[config.mk]
export PLATFORM = sky130hd
export DESIGN_NAME = fetch_ctrl
export DESIGN_NICKNAME = d
export VERILOG_FILES = /design/src/rtl/fetch_ctrl_pkg.sv /design/src/rtl/fetch_ctrl_redirect_arb.sv /design/src/rtl/fetch_ctrl.sv
export SDC_FILE = /design/constraint.sdc
export NUM_CORES = 1
export LEC_CHECK = 0
export ABC_AREA = 1
export BUFFER_PORTS_ARGS = -buffer_cell sky130_fd_sc_hd__buf_2
export CELL_PAD_IN_SITES_DETAIL_PLACEMENT = 2
export CELL_PAD_IN_SITES_GLOBAL_PLACEMENT = 2
export CORE_MARGIN = 2
export CORE_UTILIZATION = 14
export DETAILED_ROUTE_END_ITERATION = 12
export PLACE_DENSITY_LB_ADDON = 0.1
export SLEW_MARGIN = 20
export SYNTH_ARGS = -nofsm -noshare
export SYNTH_HDL_FRONTEND = slang
export SYNTH_HIERARCHICAL = 1
export SYNTH_SLANG_ARGS = --single-unit
[constraint.sdc]
create_clock -name clk -period 2.3 [get_ports clk]
set_input_delay 0.23 -clock clk [delete_from_list [all_inputs] [get_ports clk]]
set_output_delay 0.23 -clock clk [all_outputs]
set_load 0.03 [all_outputs]
[src/rtl/fetch_ctrl_pkg.sv]
// ============================================================================
//  Module      : fetch_ctrl_pkg
//  Description : Shared types and constants for the fetch controller:
//                FSM state encoding, redirect-source encoding, address width.
//  Revision    : 1.0 - initial release
// ============================================================================
`default_nettype none

`ifndef PC_WIDTH
`define PC_WIDTH 32
`endif

package fetch_ctrl_pkg;

    // Address width shared by pc, fetch address and redirect targets
    localparam int unsigned FC_PC_WIDTH = `PC_WIDTH;

    // Fetch sequencer states
    typedef enum logic [1:0] {
        FC_IDLE  = 2'd0,
        FC_RUN   = 2'd1,
        FC_DRAIN = 2'd2
    } fc_state_e;

    // Which redirect source won arbitration (informational)
    typedef enum logic [1:0] {
        RS_NONE = 2'd0,
        RS_CTRL = 2'd1,
        RS_BR   = 2'd2,
        RS_JP   = 2'd3
    } redir_src_e;

    // Fixed-priority pick: trap/mret beats branch beats jump
    function automatic redir_src_e fc_pick_src(input logic ctrl_req,
                                               input logic br_req,
                                               input logic jp_req);
        redir_src_e src;
        src = RS_NONE;
        if (ctrl_req) begin
            src = RS_CTRL;
        end else if (br_req) begin
            src = RS_BR;
        end else if (jp_req) begin
            src = RS_JP;
        end
        return src;
    endfunction

endpackage : fetch_ctrl_pkg

`default_nettype wire

[src/rtl/fetch_ctrl_redirect_arb.sv]
// ============================================================================
//  Module      : redirect_arb
//  Description : Purely combinational priority select of the redirect target.
//                trap|mret > branch > jump. The valid is qualified by the
//                global enable; the address follows the winning request.
//  Revision    : 1.0 - initial release
// ============================================================================
`default_nettype none

module redirect_arb
    import fetch_ctrl_pkg::*;
#(
    parameter int unsigned PC_WIDTH = FC_PC_WIDTH
) (
    input  logic                cpu_en_i,
    input  logic                trap_happened_i,
    input  logic                mret_en_i,
    input  logic [PC_WIDTH-1:0] ctrl_pc_i,
    input  logic                br_taken_i,
    input  logic [PC_WIDTH-1:0] br_addr_i,
    input  logic                jp_taken_i,
    input  logic [PC_WIDTH-1:0] jp_addr_i,
    output logic                redirect_valid_o,
    output logic [PC_WIDTH-1:0] redirect_addr_o
);

    redir_src_e w_src;

    assign w_src = fc_pick_src(trap_happened_i | mret_en_i, br_taken_i, jp_taken_i);

    // Mux the winner's target; zero when nobody is asking
    always_comb begin
        redirect_addr_o  = '0;
        redirect_valid_o = (w_src != RS_NONE) & cpu_en_i;
        case (w_src)
            RS_CTRL: redirect_addr_o = ctrl_pc_i;
            RS_BR:   redirect_addr_o = br_addr_i;
            RS_JP:   redirect_addr_o = jp_addr_i;
            default: redirect_addr_o = '0;
        endcase
    end

endmodule : redirect_arb

`default_nettype wire

[src/rtl/fetch_ctrl.sv]
// ============================================================================
//  Module      : fetch_ctrl
//  Description : Fetch sequencer in front of the pc register and the imem
//                fetch port. Arbitrates redirects, issues in-order fetch
//                requests, tracks up to MAX_OUTST in-flight fetches and
//                squashes responses that belong to the wrong path.
//  Options     : `define FETCH_PERF_CNT_EN adds redirect_count and
//                discard_count 32-bit performance counters.
//  Revision    : 1.0 - initial release
// ============================================================================
`default_nettype none

module fetch_ctrl
    import fetch_ctrl_pkg::*;
#(
    parameter int unsigned PC_WIDTH  = FC_PC_WIDTH,
    parameter int unsigned MAX_OUTST = 2,
    parameter int unsigned CNT_W     = 2
) (
    input  logic                clk,
    input  logic                rst_n,
    input  logic                cpu_en,
    input  logic                backend_stall,
    input  logic                trap_happened,
    input  logic                mret_en,
    input  logic [PC_WIDTH-1:0] ctrl_pc,
    input  logic                br_taken,
    input  logic [PC_WIDTH-1:0] br_addr,
    input  logic                jp_taken,
    input  logic [PC_WIDTH-1:0] jp_addr,
    input  logic [PC_WIDTH-1:0] pc,
    input  logic                imem_req_ready,
    input  logic                imem_rsp_valid,
    output logic                imem_req_valid,
    output logic [PC_WIDTH-1:0] imem_req_addr,
    output logic                pc_stall,
    output logic                redirect_valid,
    output logic [PC_WIDTH-1:0] redirect_addr,
    output logic                if_valid,
`ifdef FETCH_PERF_CNT_EN
    output logic [31:0]         redirect_count,
    output logic [31:0]         discard_count,
`endif
    output logic                flush_fetch
);

    localparam logic [CNT_W-1:0] C_MAX_CNT = CNT_W'(MAX_OUTST);

    fc_state_e            state_q;
    logic [CNT_W-1:0]     outst_q;
    logic [CNT_W-1:0]     outst_d;
    logic [CNT_W-1:0]     discard_q;
    logic                 flush_q;

    logic                 w_arb_valid;
    logic [PC_WIDTH-1:0]  w_arb_addr;
    logic                 w_req_fire;
    logic                 w_rsp_fire;
    logic [CNT_W-1:0]     w_inflight;

    redirect_arb #(
        .PC_WIDTH (PC_WIDTH)
    ) u_redirect_arb (
        .cpu_en_i         (cpu_en),
        .trap_happened_i  (trap_happened),
        .mret_en_i        (mret_en),
        .ctrl_pc_i        (ctrl_pc),
        .br_taken_i       (br_taken),
        .br_addr_i        (br_addr),
        .jp_taken_i       (jp_taken),
        .jp_addr_i        (jp_addr),
        .redirect_valid_o (w_arb_valid),
        .redirect_addr_o  (w_arb_addr)
    );

    // Outputs are forced to zero while reset is held
    assign redirect_valid = w_arb_valid & rst_n;
    assign redirect_addr  = rst_n ? w_arb_addr : '0;
    assign imem_req_addr  = rst_n ? pc : '0;

    assign imem_req_valid = (state_q == FC_RUN) & ~backend_stall & ~redirect_valid
                          & (outst_q < C_MAX_CNT);
    assign w_req_fire     = imem_req_valid & imem_req_ready;
    assign pc_stall       = rst_n & ~w_req_fire;

    // A response with nothing outstanding is a protocol error and is ignored
    assign w_rsp_fire     = imem_rsp_valid & (outst_q != '0);

    // Fetches still owed after this cycle's response (no accept can coincide
    // with a redirect, so only the response matters here)
    assign w_inflight     = outst_q - CNT_W'(w_rsp_fire);

    assign if_valid       = imem_rsp_valid & (state_q == FC_RUN) & ~redirect_valid
                          & (discard_q == '0);
    assign flush_fetch    = flush_q;

    // Next outstanding count: accept adds one, response removes one
    always_comb begin
        outst_d = outst_q;
        case ({w_req_fire, w_rsp_fire})
            2'b10:   outst_d = outst_q + CNT_W'(1);
            2'b01:   outst_d = outst_q - CNT_W'(1);
            default: outst_d = outst_q;
        endcase
    end

    // Outstanding fetch counter register
    always_ff @(posedge clk or negedge rst_n) begin
        if (!rst_n) begin
            outst_q <= '0;
        end else begin
            outst_q <= outst_d;
        end
    end

    // Sequencer FSM with discard counter and registered flush pulse
    always_ff @(posedge clk or negedge rst_n) begin
        if (!rst_n) begin
            state_q   <= FC_IDLE;
            discard_q <= '0;
            flush_q   <= 1'b0;
        end else begin
            flush_q <= redirect_valid;
            case (state_q)
                FC_IDLE: begin
                    if (cpu_en) begin
                        state_q <= FC_RUN;
                    end
                end
                FC_RUN: begin
                    if (redirect_valid && (w_inflight != '0)) begin
                        state_q   <= FC_DRAIN;
                        discard_q <= w_inflight;
                    end else if (!cpu_en && (outst_q == '0)) begin
                        state_q <= FC_IDLE;
                    end
                end
                FC_DRAIN: begin
                    if (redirect_valid) begin
                        // Everything still in flight is stale again
                        discard_q <= w_inflight;
                        if (w_inflight == '0) begin
                            state_q <= FC_RUN;
                        end
                    end else if (w_rsp_fire && (discard_q != '0)) begin
                        discard_q <= discard_q - CNT_W'(1);
                        if (discard_q == CNT_W'(1)) begin
                            state_q <= FC_RUN;
                        end
                    end
                end
                default: begin
                    state_q   <= FC_IDLE;
                    discard_q <= '0;
                end
            endcase
        end
    end

`ifdef FETCH_PERF_CNT_EN
    logic [31:0] redirect_cnt_q;
    logic [31:0] discard_cnt_q;

    assign redirect_count = redirect_cnt_q;
    assign discard_count  = discard_cnt_q;

    // Free-running wrap-around counters of redirects and dropped responses
    always_ff @(posedge clk or negedge rst_n) begin
        if (!rst_n) begin
            redirect_cnt_q <= '0;
            discard_cnt_q  <= '0;
        end else begin
            if (redirect_valid) begin
                redirect_cnt_q <= redirect_cnt_q + 32'd1;
            end
            if (w_rsp_fire && !if_valid) begin
                discard_cnt_q <= discard_cnt_q + 32'd1;
            end
        end
    end
`endif

endmodule : fetch_ctrl

`default_nettype wire

==> metrics <==
outcome=finished clean; sw frac=0.503; number of vias per cell=4.06; io pins=207; Placed Cells=732; Core Box Area=13,200 um^2; GR Overflow Total=0; layout cells sized above 1=0.413; area grow syn2layout=67.2%; final hold vios=0; Post-DP HPWL=8340 um; register bit total from synthesis=7; Reg area=175 um^2; Worst Skew=0.00545 ns; Max-Cap Viols=0; CTS tree=yes; Post-Syn Area per Cell=5.12 um^2; antenna cell count=0; kind of critical path=reg2reg; Area contributors post-synth=nand3_1 (26%), nand2_1 (23%), inv_1 (16%), dfrtp_1 (9.3%), ha_1 (5.3%); Clk Latency, worst-skew pair=0.24 ns; Hold/Removal Path Class=in2async; routed via count=approximately 3,000; vias in the first global route=3,229; largest net degree at the start of global routing=73; final-stage net count=~710; Final setup violation count=0; CP arrival=around 2.1 ns; GRT Util Overall=0.144; Syn. warnings=6; clk root buf=clkbuf_16; share of the synthesized area in the top cell type=0.260; Place WS=approximately 0.32 ns; clk sinks=7; Clock Power Share=0.193; fin crit share=0.852; CTS H-tree depth=1; NetSw=approximately 0.8 mW; Post-Syn Instances=~370; chip height=120 um; static leakage=2.22 nW; RSZ-0062 raised after global routing=no; Setup crit end kind=register; area occupied by multi-input gates=around 1200 um^2; type of origin of the critical path=register; Max IR drop VDD=0.000234 V; hold_buf cts=0; routed len/inst=14.3 um; port bufs=206; post-synthesis sequential area ratio=0.0929; Fin Setup TNS=0 ns; fin. max-slew vios=0; drt pass-1 iters=4; WHS=0.0751 ns; global-route wire length before repair=roughly 17,000 um; fin crit period=1.96 ns; Power Dens Cells=503 nW/um^2; crit path max fanout=4; clk buf depth=2; dominant cell type by area after synthesis=nand3_1; worst slew pin tran=0.414 ns; setup ws final=0.341 ns; Std-Cell Rows=42; syn nets=between 500 and 600; Mapped Area=between 1500 and 2000 um^2; ANT nets after route=0; DIE WIDTH=120 um; initial drt markers=77; Cell variety after synth=26; routability cong.=0.720; Initial Utilization=0.143; Post-route DRC=0; Final Non-Filler Cells=between 700 and 800; Inserted Clock Buffers=3; Seq pwr share=0.136; Routed WL=10,500 um; # Post-CTS Setup Buffers=0; Max-slew headroom=0.724; Critical Path RT=2.41 ns; internal power=about 0.8 mW; FMAX=511 MHz; post_cts resized=0; initial antenna violation count=0; Clock Pin Slew Worst Setup and Hold Paths=0.04 ns; fillers=1,695; Combinational Power Share=0.671; Die ar.=~14,000 um^2
==> cell usage in the layout, fill, tap and decap left out <==
cell / instances
buf_4: 3
nor4_4: 1
nor2_1: 2
clkbuf_16: 3
a21boi_1: 1
nor4_1: 1
o21bai_1: 2
xor2_1: 2
inv_4: 1
inv_1: 81
nor2_4: 2
nor2_2: 2
o21ai_0: 1
nand2_2: 6
xnor2_1: 1
nand3_2: 2
clkbuf_1: 1
nand3_1: 98
inv_2: 2
o21ai_1: 2
buf_2: 206
nand2_1: 118
ha_1: 8
a21boi_0: 1
buf_12: 3
a21oi_1: 3
dfrtp_1: 7
==> power groups by stage <==
stage | registers (mW) | clock network, mW | logic [mW]
final | 0.216 | 0.306 | 1.06
after global placement | 0.215 | 0 | 1.06
after floorplan | 0.208 | 0 | 0.730
after CTS | 0.217 | 0.318 | 1.09
after global routing | 0.225 | 0.329 | 1.21
after detailed placement | 0.218 | 0 | 1.09
==> cells by family (layout without fill, tap and decap cells) <==
logic type | after synthesis | after routing | share of synthesized area
XOR/XNOR | 3 | 3 | 0.0139
flip-flops | 7 | 7 | 0.0929
adder cells (fa/ha/maj) | 8 | 8 | 0.0531
AND/OR/NAND/NOR | 232 | 232 | 0.555
buffers and inverters | 108 | 300 | 0.253
AO/OA/AOI/OAI | 10 | 10 | 0.0318
==> layout make-up <==
type / instances / area share
timing repair buffer: 212 / 0.353
tap: 176 / 0.0698
clock buffer: 4 / 0.0250
sequential: 7 / 0.0556
multi-input combinational: 253 / 0.396
inverter: 84 / 0.101
==> flip-flops by register name, summed over array words and instances, names as in the netlist <==
signal	cells
flush_fetch	1
discard_q	2
outst_q	2
state_q	2
==> worst paths after layout <==
path	from	endpoint	slack, ns	depth (start not counted)
worst max-delay path	state_q[1]	outst_q[1]	0.34	9
worst min-delay path	rst_n	discard_q[0]	0.08	2
worst max register to register	state_q[1]	outst_q[1]	0.34	9
worst min register to register	discard_q[1]	discard_q[1]	0.51	2
max in group asynchronous	rst_n	state_q[0]	1.96	2
min in group clk	rst_n	flush_fetch	0.35	3
==> through the flow <==
stage	cell area [um^2]	total power [mW]	utilization
2_1_floorplan	1890	0.938	-
6_report	3150	1.59	0.239
3_5_place_dp	3070	1.30	0.233
5_1_grt	3150	1.77	0.239
3_3_place_gp	3070	1.28	0.233
4_1_cts	3150	1.63	0.239
==> per-layer routing <==
| metal | vias up | wire length [um] | track usage |
|---|---|---|---|
| met1 | 1391 | 4650 | 0.184 |
| met5 | - | 0 | 0 |
| met2 | 93 | 5300 | 0.262 |
| met3 | 4 | 554 | 0.0209 |
| li1 | 1499 | - | - |
| met4 | 0 | 35 | 0.0154 |
==> cell usage after synthesis (all sizes together) <==
master,instances
a21boi,2
a21oi,3
buf,22
clkbuf,2
dfrtp,7
ha,8
inv,84
nand2,124
nand3,100
nor2,6
nor4,2
o21ai,3
o21bai,2
xnor2,1
xor2,2
==> worst max-delay path: stages, from the launching register on <==
cell	delay (ns)
dfrtp_1	0.39
inv_1	0.10
ha_1	0.19
inv_1	0.11
nor4_4	0.23
nand2_1	0.11
ha_1	0.32
a21oi_1	0.12
o21ai_0	0.11
xor2_1	0.15
Power figures use the tool's default switching activity.
